$ cat src/rtl/espirometro_fsm_param.sv
// Spirometer game controller: start on valid weight, wait for airflow, timed window, win/lose.
// Defining ESPIRO_TIMEOUT_EN adds a timeout to the wait state that consumes an attempt.
module espirometro_fsm_param #(
   parameter int                PESO_W         = 8,
   parameter int                LED_W          = 3,
   parameter logic [PESO_W-1:0] PESO_MIN       = 8'd20,
   parameter int                LED_INICIO     = 3,
   parameter int                LED_META       = 7,
   parameter int                VENTANA_CICLOS = 1000,
   parameter int                MAX_INTENTOS   = 3,
   parameter int                ESPERA_CICLOS  = 5000
) (
   input  logic                              iClk,
   input  logic                              iReset,
   input  logic                              iCE,
   input  logic [PESO_W-1:0]                 ivPeso,
   input  logic                              iBoton,
   input  logic [LED_W-1:0]                  ivLED,
   output logic [2:0]                        ovState_Machine,
   output logic [$clog2(MAX_INTENTOS+1)-1:0] ovIntentos,
   output logic [LED_W-1:0]                  ovPico,
   output logic                              oFin
);

   localparam int INT_W   = $clog2(MAX_INTENTOS + 1);
   // One counter serves both windows, so it is sized for the longer one.
   localparam int TMR_LIM = (VENTANA_CICLOS > ESPERA_CICLOS) ? VENTANA_CICLOS : ESPERA_CICLOS;
   localparam int TMR_W   = (TMR_LIM > 2) ? $clog2(TMR_LIM) : 1;

   localparam logic [TMR_W-1:0] VENT_FIN   = TMR_W'(VENTANA_CICLOS - 1);
   localparam logic [LED_W-1:0] LED_INI_V  = LED_W'(LED_INICIO);
   localparam logic [LED_W-1:0] LED_META_V = LED_W'(LED_META);
   localparam logic [INT_W-1:0] MAX_INT_V  = INT_W'(MAX_INTENTOS);
`ifdef ESPIRO_TIMEOUT_EN
   localparam logic [TMR_W-1:0] ESP_FIN    = TMR_W'(ESPERA_CICLOS - 1);
`endif

   typedef enum logic [2:0] {
      INICIO   = 3'd0,
      ESPERA   = 3'd1,
      MEDICION = 3'd2,
      GANA     = 3'd3,
      PIERDE   = 3'd4
   } estado_t;

   estado_t          state_q, state_d;
   logic [TMR_W-1:0] tmr_q, tmr_d;
   logic [INT_W-1:0] int_q, int_d, int_inc;
   logic [LED_W-1:0] pico_q, pico_d;
   logic             prev_q;
   logic             fin_q, fin_d;
   logic             evento;

   assign evento  = iBoton & ~prev_q;
   assign int_inc = (int_q < MAX_INT_V) ? int_q + INT_W'(1) : int_q;

   always_ff @(posedge iClk or posedge iReset) begin
      if (iReset) begin
         state_q <= INICIO;
         tmr_q   <= '0;
         int_q   <= '0;
         pico_q  <= '0;
         prev_q  <= 1'b0;
         fin_q   <= 1'b0;
      end else if (iCE) begin
         state_q <= state_d;
         tmr_q   <= tmr_d;
         int_q   <= int_d;
         pico_q  <= pico_d;
         prev_q  <= iBoton;
         fin_q   <= fin_d;
      end else begin
         fin_q   <= 1'b0;
      end
   end

   always_comb begin
      state_d = state_q;
      tmr_d   = tmr_q;
      int_d   = int_q;
      pico_d  = pico_q;
      fin_d   = 1'b0;
      case (state_q)
         INICIO: begin
            if (evento && (ivPeso >= PESO_MIN)) begin
               state_d = ESPERA;
               tmr_d   = '0;
               int_d   = '0;
               pico_d  = '0;
            end
         end
         ESPERA: begin
            if (ivLED >= LED_INI_V) begin
               state_d = MEDICION;
               tmr_d   = '0;
            end
`ifdef ESPIRO_TIMEOUT_EN
            else if (tmr_q == ESP_FIN) begin
               int_d   = int_inc;
               tmr_d   = '0;
               state_d = (int_inc == MAX_INT_V) ? PIERDE : ESPERA;
            end else begin
               tmr_d   = tmr_q + TMR_W'(1);
            end
`endif
         end
         MEDICION: begin
            pico_d = (ivLED > pico_q) ? ivLED : pico_q;
            // A win on the last window cycle beats the expiry.
            if (ivLED >= LED_META_V) begin
               state_d = GANA;
               tmr_d   = '0;
            end else if (tmr_q == VENT_FIN) begin
               int_d   = int_inc;
               tmr_d   = '0;
               state_d = (int_inc == MAX_INT_V) ? PIERDE : ESPERA;
            end else begin
               tmr_d   = tmr_q + TMR_W'(1);
            end
         end
         GANA, PIERDE: begin
            if (evento) state_d = INICIO;
         end
         default: state_d = INICIO;
      endcase
      fin_d = ((state_d == GANA) || (state_d == PIERDE)) && (state_d != state_q);
   end

   assign ovState_Machine = state_q;
   assign ovIntentos      = int_q;
   assign ovPico          = pico_q;
   assign oFin            = fin_q;

endmodule
$ cat config.mk
export PLATFORM = sky130hd
export DESIGN_NAME = espirometro_fsm_param
export DESIGN_NICKNAME = d
export VERILOG_FILES = /design/src/rtl/espirometro_fsm_param.sv
export SDC_FILE = /design/constraint.sdc
export NUM_CORES = 1
export LEC_CHECK = 0
export BUFFER_PORTS_ARGS = -buffer_cell sky130_fd_sc_hd__buf_2
export CAP_MARGIN = 20
export CORE_UTILIZATION = 25
export DETAILED_ROUTE_END_ITERATION = 10
export SYNTH_ARGS = -nofsm -noshare
export SYNTH_HDL_FRONTEND = slang
export SYNTH_SLANG_ARGS = --single-unit
$ cat constraint.sdc
create_clock -name iClk -period 2.61 [get_ports iClk]
set_input_delay 0.261 -clock iClk [delete_from_list [all_inputs] [get_ports iClk]]
set_output_delay 0.261 -clock iClk [all_outputs]
set_load 0.02 [all_outputs]
==> results.txt, run 1 <==
top cells by area, synth - dfrtp_1, o21ai_0, nor3_1, mux2_2, inv_1
initial antenna violation count - 0
final wirelength - 3.08 mm
status - finished clean
Iteration-0 DRC Markers - 98
critical path endpoint category - flop
H-tree levels - 1
area growth from synthesis to layout - 16.9%
Port-buffer cells - 21
number of synthesized flops with an enable pin - 0
commonest non-fill, non-tap cell in the layout - dfrtp_1
routed vias/inst - 4.93
P per Cell Area - 811 nW/um^2
Fin. Hold Viols - 0
fin crit share - 83.7%
Sink Count - 23
Routed Antenna Nets - 0
DR WL/cell - 12.0 um
buffer depth of the longest clock path - 2
relative slew slack - 39.7%
Synth Flop Type - dfrtp_1
top cell type's share of synthesized area - 41.0%
Clock Pin Slew Worst Setup and Hold Paths - 0.08 ns
Syn Area/Cell - 8.62 sq um
Pre-antenna DRT Iters - 4
Final Worst Setup Slack - 0.426 ns
I/O Pins - 24
Final Max Tran Viols - 0
post-CTS sizing - 0
Async SR Flop Fraction - 100%
RSZ-0062 raised after global routing - false
Skew-Pair Late Insertion Delay - 0.27 ns
post-synthesis sequential area ratio - 41.0%
cell count after synthesis - 163
pin count of the biggest net entering global routing - 24
total number of vias - 1268
HP Class - in2async
layout cells sized above 1 - 20.3%
final net count - 207
Setup TNS Final - 0 ns
area of the die - 5920 sq um
kind of critical path - reg2reg
Post-DP HPWL - 2.30 mm
CP Launch Type - flop
Layout Skew - 0.00393 ns
most frequent cells in the layout - dfrtp_1, o21ai_0, buf_2
GP Congestion - 0.764
die width - 77.0 um
FP Rows - 26
yosys warns - 0
Synth Net Count - 182
Inserted Clock Buffers - 3
Mapped Area - 1410 sq um
Peak VDD IR - 236 uV
critical path fanouts, max - 11
pre-CTS setup slack - 0.443 ns
cts hold-fix bufs - 0
Post-route DRC - 0
Root Buffer - clkbuf_8
CTS tree - done
vias in the first global route - 1203
# diodes - 0
Synth Register Bits - 23
Crit path arrival time - 2.34 ns
initial cell density of the core - 26.7%
biggest area consumer among synthesized cells - dfrtp_1
Worst-Margin Slew - 0.903 ns
Required @ worst endpoint - 2.77 ns
first-pass GRT wire length - 5.49 mm
Total GRT Usage - 11.5%
fmax - 458 MHz
Pleak - 0.734 nW
max_cap viols - 0
final setup fails - 0
total gr overflow - 0
Final min period - 2.18 ns
distinct cell type count of the synthesized netlist - 37
Die Ht - 77.0 um
core area - 5270 sq um
total setup buffers inserted after CTS - 0
[cell usage after synthesis (all sizes together) (2+ instances only)]
cell,number
nand3,8
nand2b,2
nand4,4
and3,5
a21oi,10
a31oi,3
dfrtp,23
o21a,2
nand2,14
inv,14
o41ai,2
nand3b,2
o21ai,21
or3,5
nor3,14
nor2,8
ha,4
mux2,5
clkbuf,3
[layer usage]
metal / vias up / global-route usage, % / routed length (um)
met2: 26 / 17.8 / 1370
met3: 5 / 1.43 / 109
li1: 642 / - / -
met5: - / 0 / 0
met1: 595 / 15.9 / 1540
met4: 0 / 5.28 / 58
[cells by family after synthesis]
group,count (synthesis),share of synthesized area (%)
simple gates,68,27.3
buf+inv,18,5.34
mux,6,4.72
compound gates,44,18.1
fa+ha+maj,4,3.56
flops,23,41.0
[layout make-up]
type | instances | area, sq um
clock buffer | 4 | 45.0
fill | 567 | 3630
inverter | 14 | 52.6
timing repair buffer | 24 | 128
multi-input combinational | 122 | 754
tap | 70 | 87.6
sequential | 23 | 576
[through the flow]
step / hold WS, ns / instance area [sq um] / std cells / util (%) / power, mW
6_report: 0.175 / 1640 / 257 / 31.2 / 1.33
5_1_grt: 0.242 / 1640 / 257 / 31.2 / 1.45
4_1_cts: 0.220 / 1640 / 257 / 31.2 / 1.34
3_5_place_dp: 0.487 / 1600 / 253 / 30.3 / 1.12
3_3_place_gp: 0.480 / 1600 / 253 / 30.3 / 1.11
2_1_floorplan: 0.263 / 1410 / 163 / - / 0.936
[worst max-delay path, cell delays in order, from the launching register on]
cell     delay [ns]
dfrtp_1        0.43
or4b_4         0.54
nor3_4         0.43
a31oi_1        0.14
nor3_1         0.18
mux2_2         0.36
[report_power, final]
group / switching [mW] / internal [mW] / total, mW / leakage [nW]
sequential: 0.0730 / 0.422 / 0.495 / 0.306
combinational: 0.370 / 0.240 / 0.610 / 0.405
clock: 0.119 / 0.109 / 0.228 / 0.0228
total: 0.562 / 0.771 / 1.33 / 0.734
[registers in the layout, indices dropped and copies added, names as in the netlist]
register and flops:
oFin 1, ovIntentos 2, ovPico 3, ovState_Machine 3, prev_q 1, tmr_q 13
[final timing paths]
check                           endpoint  slack, ns  startpoint  cells past startpoint
max reg2reg                ovIntentos[0]       0.43    tmr_q[3]                      5
max in group asynchronous       tmr_q[0]       1.88      iReset                      2
min in group iClk                 prev_q       0.23      iBoton                      2
max                        ovIntentos[0]       0.43    tmr_q[3]                      5
min                                 oFin       0.18      iReset                      2
min reg2reg                       prev_q       0.50      prev_q                      1
No activity file was read; power rests on OpenSTA's default activity.
==> run 2: changes to the inputs <==
==> constraint.sdc (replaced) <==
create_clock -name iClk -period 2.18 [get_ports iClk]
set_input_delay 0.218 -clock iClk [delete_from_list [all_inputs] [get_ports iClk]]
set_output_delay 0.218 -clock iClk [all_outputs]
set_load 0.02 [all_outputs]
==> results.txt, run 2 (synthesized netlist as in run 1, its figures left out) <==
worst-path cell chain - or4b_4 -> nor3_4 -> a31oi_1 -> nor3_1 -> mux2_2
critical path endpoint category - flop
Sink Count - 23 (unchanged)
Worst-Margin Slew - 0.464 ns (-0.439 ns)
final setup fails - 0 (unchanged)
relative slew slack - 69.0% (+29 points)
Multi-input gate area - 754 sq um (unchanged)
area growth from synthesis to layout - 21.5%
Crit path arrival time - 2.17 ns (-0.17 ns)
HP Class - in2reg
Inserted Clock Buffers - 3 (unchanged)
post-CTS sizing - 0 (unchanged)
WP buf/inv - 0 (unchanged)
first-pass GRT wire length - 5.64 mm (+2.6%)
fin crit share - 92.6% (+8.9 points)
Layout Skew - 0.00715 ns (+0.00322 ns)
initial antenna violation count - 0 (unchanged)
vias in the first global route - 1219 (+1.3%)
FF+latch area - 576 sq um (unchanged)
Post-DP HPWL - 2.31 mm (+0.18%)
Final Instance Area - 1710 sq um (+3.9%)
Pre-antenna DRT Iters - 4 (unchanged)
buffer depth of the longest clock path - 2 (unchanged)
Pleak - 0.775 nW (+5.6%)
placed inst area - 1650 sq um (+3.3%)
Peak VDD IR - 288 uV (+22%)
FP Rows - 26 (unchanged)
RSZ-0062 raised after global routing - false
CP Launch Type - flop
Crit-path slowest cell - or4b_4
max_cap viols - 0 (unchanged)
total number of vias - 1252 (-1.3%)
total gr overflow - 0 (unchanged)
pin count of the biggest net entering global routing - 24 (unchanged)
Pwr Total - 1.64 mW (+23%)
# diodes - 0 (unchanged)
I/O Pins - 24 (unchanged)
Die Ht - 77.0 um (unchanged)
Final Max Tran Viols - 0 (unchanged)
Routed Antenna Nets - 0 (unchanged)
pre-CTS setup slack - 0.207 ns (-0.236 ns)
fin util - 32.4% (+1.2 points)
fillcell total - 556 (-1.9%)
Iteration-0 DRC Markers - 122 (+24%)
status - finished clean
final net count - 215 (+3.9%)
fmax - 495 MHz (+8.2%)
CTS tree - done
Root Buffer - clkbuf_8
Clock Pin Slew Worst Setup and Hold Paths - 0.09 ns (about the same)
initial cell density of the core - 26.7% (unchanged)
final wirelength - 3.13 mm (+1.6%)
routed vias/inst - 4.72 (-4.2%)
Port-buffer cells - 21 (unchanged)
Final min period - 2.02 ns (-0.165 ns)
area of the die - 5920 sq um (unchanged)
Fin. Hold Viols - 0 (unchanged)
H-tree levels - 1 (unchanged)
max reg flops - 13 (unchanged)
Post-route DRC - 0 (unchanged)
Largest Register - tmr_q
layout cells sized above 1 - 23.6% (+3.3 points)
delay-heaviest family, CP - simple AND/OR/NAND/NOR gates
kind of critical path - reg2reg
most frequent cells in the layout - dfrtp_1, o21ai_0, buf_2
DR WL/cell - 11.8 um (-1.5%)
commonest non-fill, non-tap cell in the layout - dfrtp_1
Skew-Pair Late Insertion Delay - 0.27 ns (about the same)
P per Cell Area - 960 nW/um^2 (+18%)
GP Congestion - 0.794 (+3.9%)
die width - 77.0 um (unchanged)
core area - 5270 sq um (unchanged)
critical path fanouts, max - 6 (-5)
Final Worst Setup Slack - 0.161 ns (-0.265 ns)
Worst path max stage delay - 0.55 ns (about the same)
Setup TNS Final - 0 ns (unchanged)
Required @ worst endpoint - 2.33 ns (-0.44 ns)
Total GRT Usage - 11.6% (+0.13 points)
[run 2: worst reg2reg max path, delay by kind of cell, from the launching register on]
kind            cells  cell delay [ns]
flops               1             0.44
mux                 1             0.35
simple gates        3             1.00
compound gates      1             0.11
[run 2: final timing paths]
path | depth (start not counted) | endpoint | start | slack (ns)
min | 2 | prev_q | iBoton | 0.20
min reg2reg | 1 | prev_q | prev_q | 0.50
max in group asynchronous | 4 | ovPico[2] | iReset | 1.41
max | 5 | ovIntentos[0] | tmr_q[3] | 0.16
min in group asynchronous | 4 | tmr_q[10] | iReset | 0.53
max reg2reg | 5 | ovIntentos[0] | tmr_q[3] | 0.16
[run 2: report_power, final]
group	switching (mW)	leakage (nW)	internal, mW	total (mW)
registers	0.0892	0.306	0.505	0.594
logic	0.445	0.444	0.325	0.770
clock network	0.146	0.0255	0.128	0.273
total	0.680	0.775	0.958	1.64
[run 2: layout make-up]
type | count | area share, %
clock inverters | 1 | 0.293
flip-flops and latches | 23 | 33.7
clock buffers | 3 | 2.42
repair buffers | 32 | 11.1
multi-input cells | 122 | 44.2
inverters | 14 | 3.08
well taps | 70 | 5.13
[run 2: per-layer routing]
metal	GRT usage, %	vias to the layer above	wire length, um
li1	-	655	-
met1	15.9	576	1630
met2	18.7	17	1370
met3	1.55	4	80
met4	3.96	0	42
met5	0	-	0
[run 2: what timing repair did]
action / in CTS / in global routing
endpoints found under the setup margin: 0 / 0
buffers inserted: 0 / 0
hold buffers: 1 / 0
endpoints found under the hold margin: 23 / 0
[run 2: per-stage QoR]
| stage | cells | hold WS [ns] |
|---|---|---|
| CTS | 265 | 0.199 |
| global placement | 260 | 0.282 |
| global route | 265 | 0.212 |
| floorplan | 163 | 0.220 |
| finish | 265 | 0.200 |
| detailed placement | 260 | 0.278 |
==> run 3: changes to the inputs <==
--- a/config.mk
+++ b/config.mk
@@ -5,10 +5,11 @@
 export SDC_FILE = /design/constraint.sdc
 export NUM_CORES = 1
 export LEC_CHECK = 0
-export BUFFER_PORTS_ARGS = -buffer_cell sky130_fd_sc_hd__buf_2
+export BUFFER_PORTS_ARGS = -buffer_cell sky130_fd_sc_hd__buf_4
 export CAP_MARGIN = 20
 export CORE_UTILIZATION = 25
 export DETAILED_ROUTE_END_ITERATION = 10
+export RECOVER_POWER = 50
 export SYNTH_ARGS = -nofsm -noshare
 export SYNTH_HDL_FRONTEND = slang
 export SYNTH_SLANG_ARGS = --single-unit
==> results.txt, run 3 (synthesized netlist as in run 1, its figures left out) <==
status - finished clean
HP Class - in2reg
area growth from synthesis to layout - 23.6%
fin crit share - 94.0% (+1.4 points)
pin count of the biggest net entering global routing - 24 (unchanged)
Sink Count - 23 (unchanged)
layout cells sized above 1 - 21.1% (-2.5 points)
Post-DP HPWL - 2.33 mm (+0.92%)
fin util - 33.0% (+0.57 points)
FP Rows - 26 (unchanged)
Die Ht - 77.0 um (unchanged)
Clock Pin Slew Worst Setup and Hold Paths - 0.09 ns (about the same)
Fin. Hold Viols - 0 (unchanged)
CP Launch Type - flop
Final min period - 2.05 ns (+0.0303 ns)
CTS tree - done
most frequent cells in the layout - buf_4, dfrtp_1, o21ai_0
max_cap viols - 0 (unchanged)
pre-CTS setup slack - 0.169 ns (-0.0388 ns)
Required @ worst endpoint - 2.34 ns (about the same)
final cell count without fillers - 264 (-0.38%)
critical path endpoint category - flop
Routed Antenna Nets - 0 (unchanged)
Inserted Clock Buffers - 3 (unchanged)
Largest Register - tmr_q
H-tree levels - 1 (unchanged)
total setup buffers inserted after CTS - 0 (unchanged)
Root Buffer - clkbuf_8
Worst-Margin Slew - 1.23 ns (+0.763 ns)
max reg flops - 13 (unchanged)
buffer depth of the longest clock path - 2 (unchanged)
Port-buffer cells - 21 (unchanged)
kind of critical path - reg2reg
Layout Skew - 0.00542 ns (-0.00173 ns)
total gr overflow - 0 (unchanged)
routed vias/inst - 4.78 (+1.3%)
RSZ-0062 raised after global routing - false
vias in the first global route - 1234 (+1.2%)
Iteration-0 DRC Markers - 112 (-8.2%)
final setup fails - 0 (unchanged)
relative slew slack - 18.2% (-51 points)
core area - 5270 sq um (unchanged)
commonest non-fill, non-tap cell in the layout - buf_4
Peak VDD IR - 287 uV (-0.48%)
Total GRT Usage - 11.6% (-0.067 points)
P per Cell Area - 966 nW/um^2 (+0.62%)
GP Congestion - 0.777 (-2.1%)
# diodes - 0 (unchanged)
I/O Pins - 24 (unchanged)
DP Cell Count - 259 (-0.38%)
fmax - 488 MHz (-1.5%)
initial cell density of the core - 26.7% (unchanged)
Pre-antenna DRT Iters - 4 (unchanged)
die width - 77.0 um (unchanged)
area of the die - 5920 sq um (unchanged)
Final Max Tran Viols - 0 (unchanged)
Setup TNS Final - 0 ns (unchanged)
Post-route DRC - 0 (unchanged)
final net count - 214 (-0.47%)
Crit path arrival time - 2.21 ns (+0.04 ns)
initial antenna violation count - 0 (unchanged)
Pleak - 0.768 nW (-0.97%)
DR WL/cell - 12.0 um (+1.9%)
final wirelength - 3.17 mm (+1.5%)
Skew-Pair Late Insertion Delay - 0.27 ns (about the same)
Final Worst Setup Slack - 0.131 ns (-0.0303 ns)
first-pass GRT wire length - 5.64 mm (unchanged)
critical path fanouts, max - 6 (unchanged)
total number of vias - 1263 (+0.88%)
==> run 3: path summary, 6_finish.rpt <==
check / depth (start not counted) / from / endpoint / slack, ns
max: 5 / tmr_q[11] / ovIntentos[0] / 0.13
min: 2 / iCE / ovState_Machine[2] / 0.18
max reg2reg: 5 / tmr_q[11] / ovIntentos[0] / 0.13
min reg2reg: 1 / prev_q / prev_q / 0.50
max in group asynchronous: 4 / iReset / prev_q / 0.55
min in group asynchronous: 4 / iReset / tmr_q[12] / 0.90
==> run 3: metal layers <==
metal	track usage (%)	wire length (um)
met4	4.15	27
met1	16.6	1700
met5	0	0
met2	17.7	1360
met3	1.43	80
==> run 3: power breakdown <==
part	total [mW]	switching, mW	internal [mW]	leakage (nW)
Clock	0.277	0.150	0.128	0.0255
Sequential	0.599	0.0939	0.505	0.306
Combinational	0.801	0.453	0.347	0.436
==> run 3: area by class of cell <==
cell class	instances	area [sq um]
inverter	14	52.6
timing repair buffer	31	220
clock inverter	1	5.00
sequential	23	576
fill	545	3530
clock buffer	3	41.3
tap	70	87.6
multi-input combinational	122	754
==> run 3: what timing repair did <==
item	4_1_cts	5_1_grt
resized for setup	0	0
hold buffers	1	0
endpoints found under the hold margin	18	0
==> run 3: worst max-delay path: stages (launching register included) <==
cell	delay, ns
dfrtp_1	0.42
or4b_4	0.56
nor3_4	0.29
a31oi_1	0.12
nor3_1	0.20
mux2_2	0.36
==> run 3: stage by stage <==
step | total power [mW] | hold WS (ns) | area (sq um)
detailed placement | 1.42 | 0.291 | 1700
finish | 1.68 | 0.182 | 1740
global placement | 1.42 | 0.289 | 1700
floorplan | 1.12 | 0.220 | 1410
CTS | 1.71 | 0.178 | 1750
global route | 1.81 | 0.191 | 1740
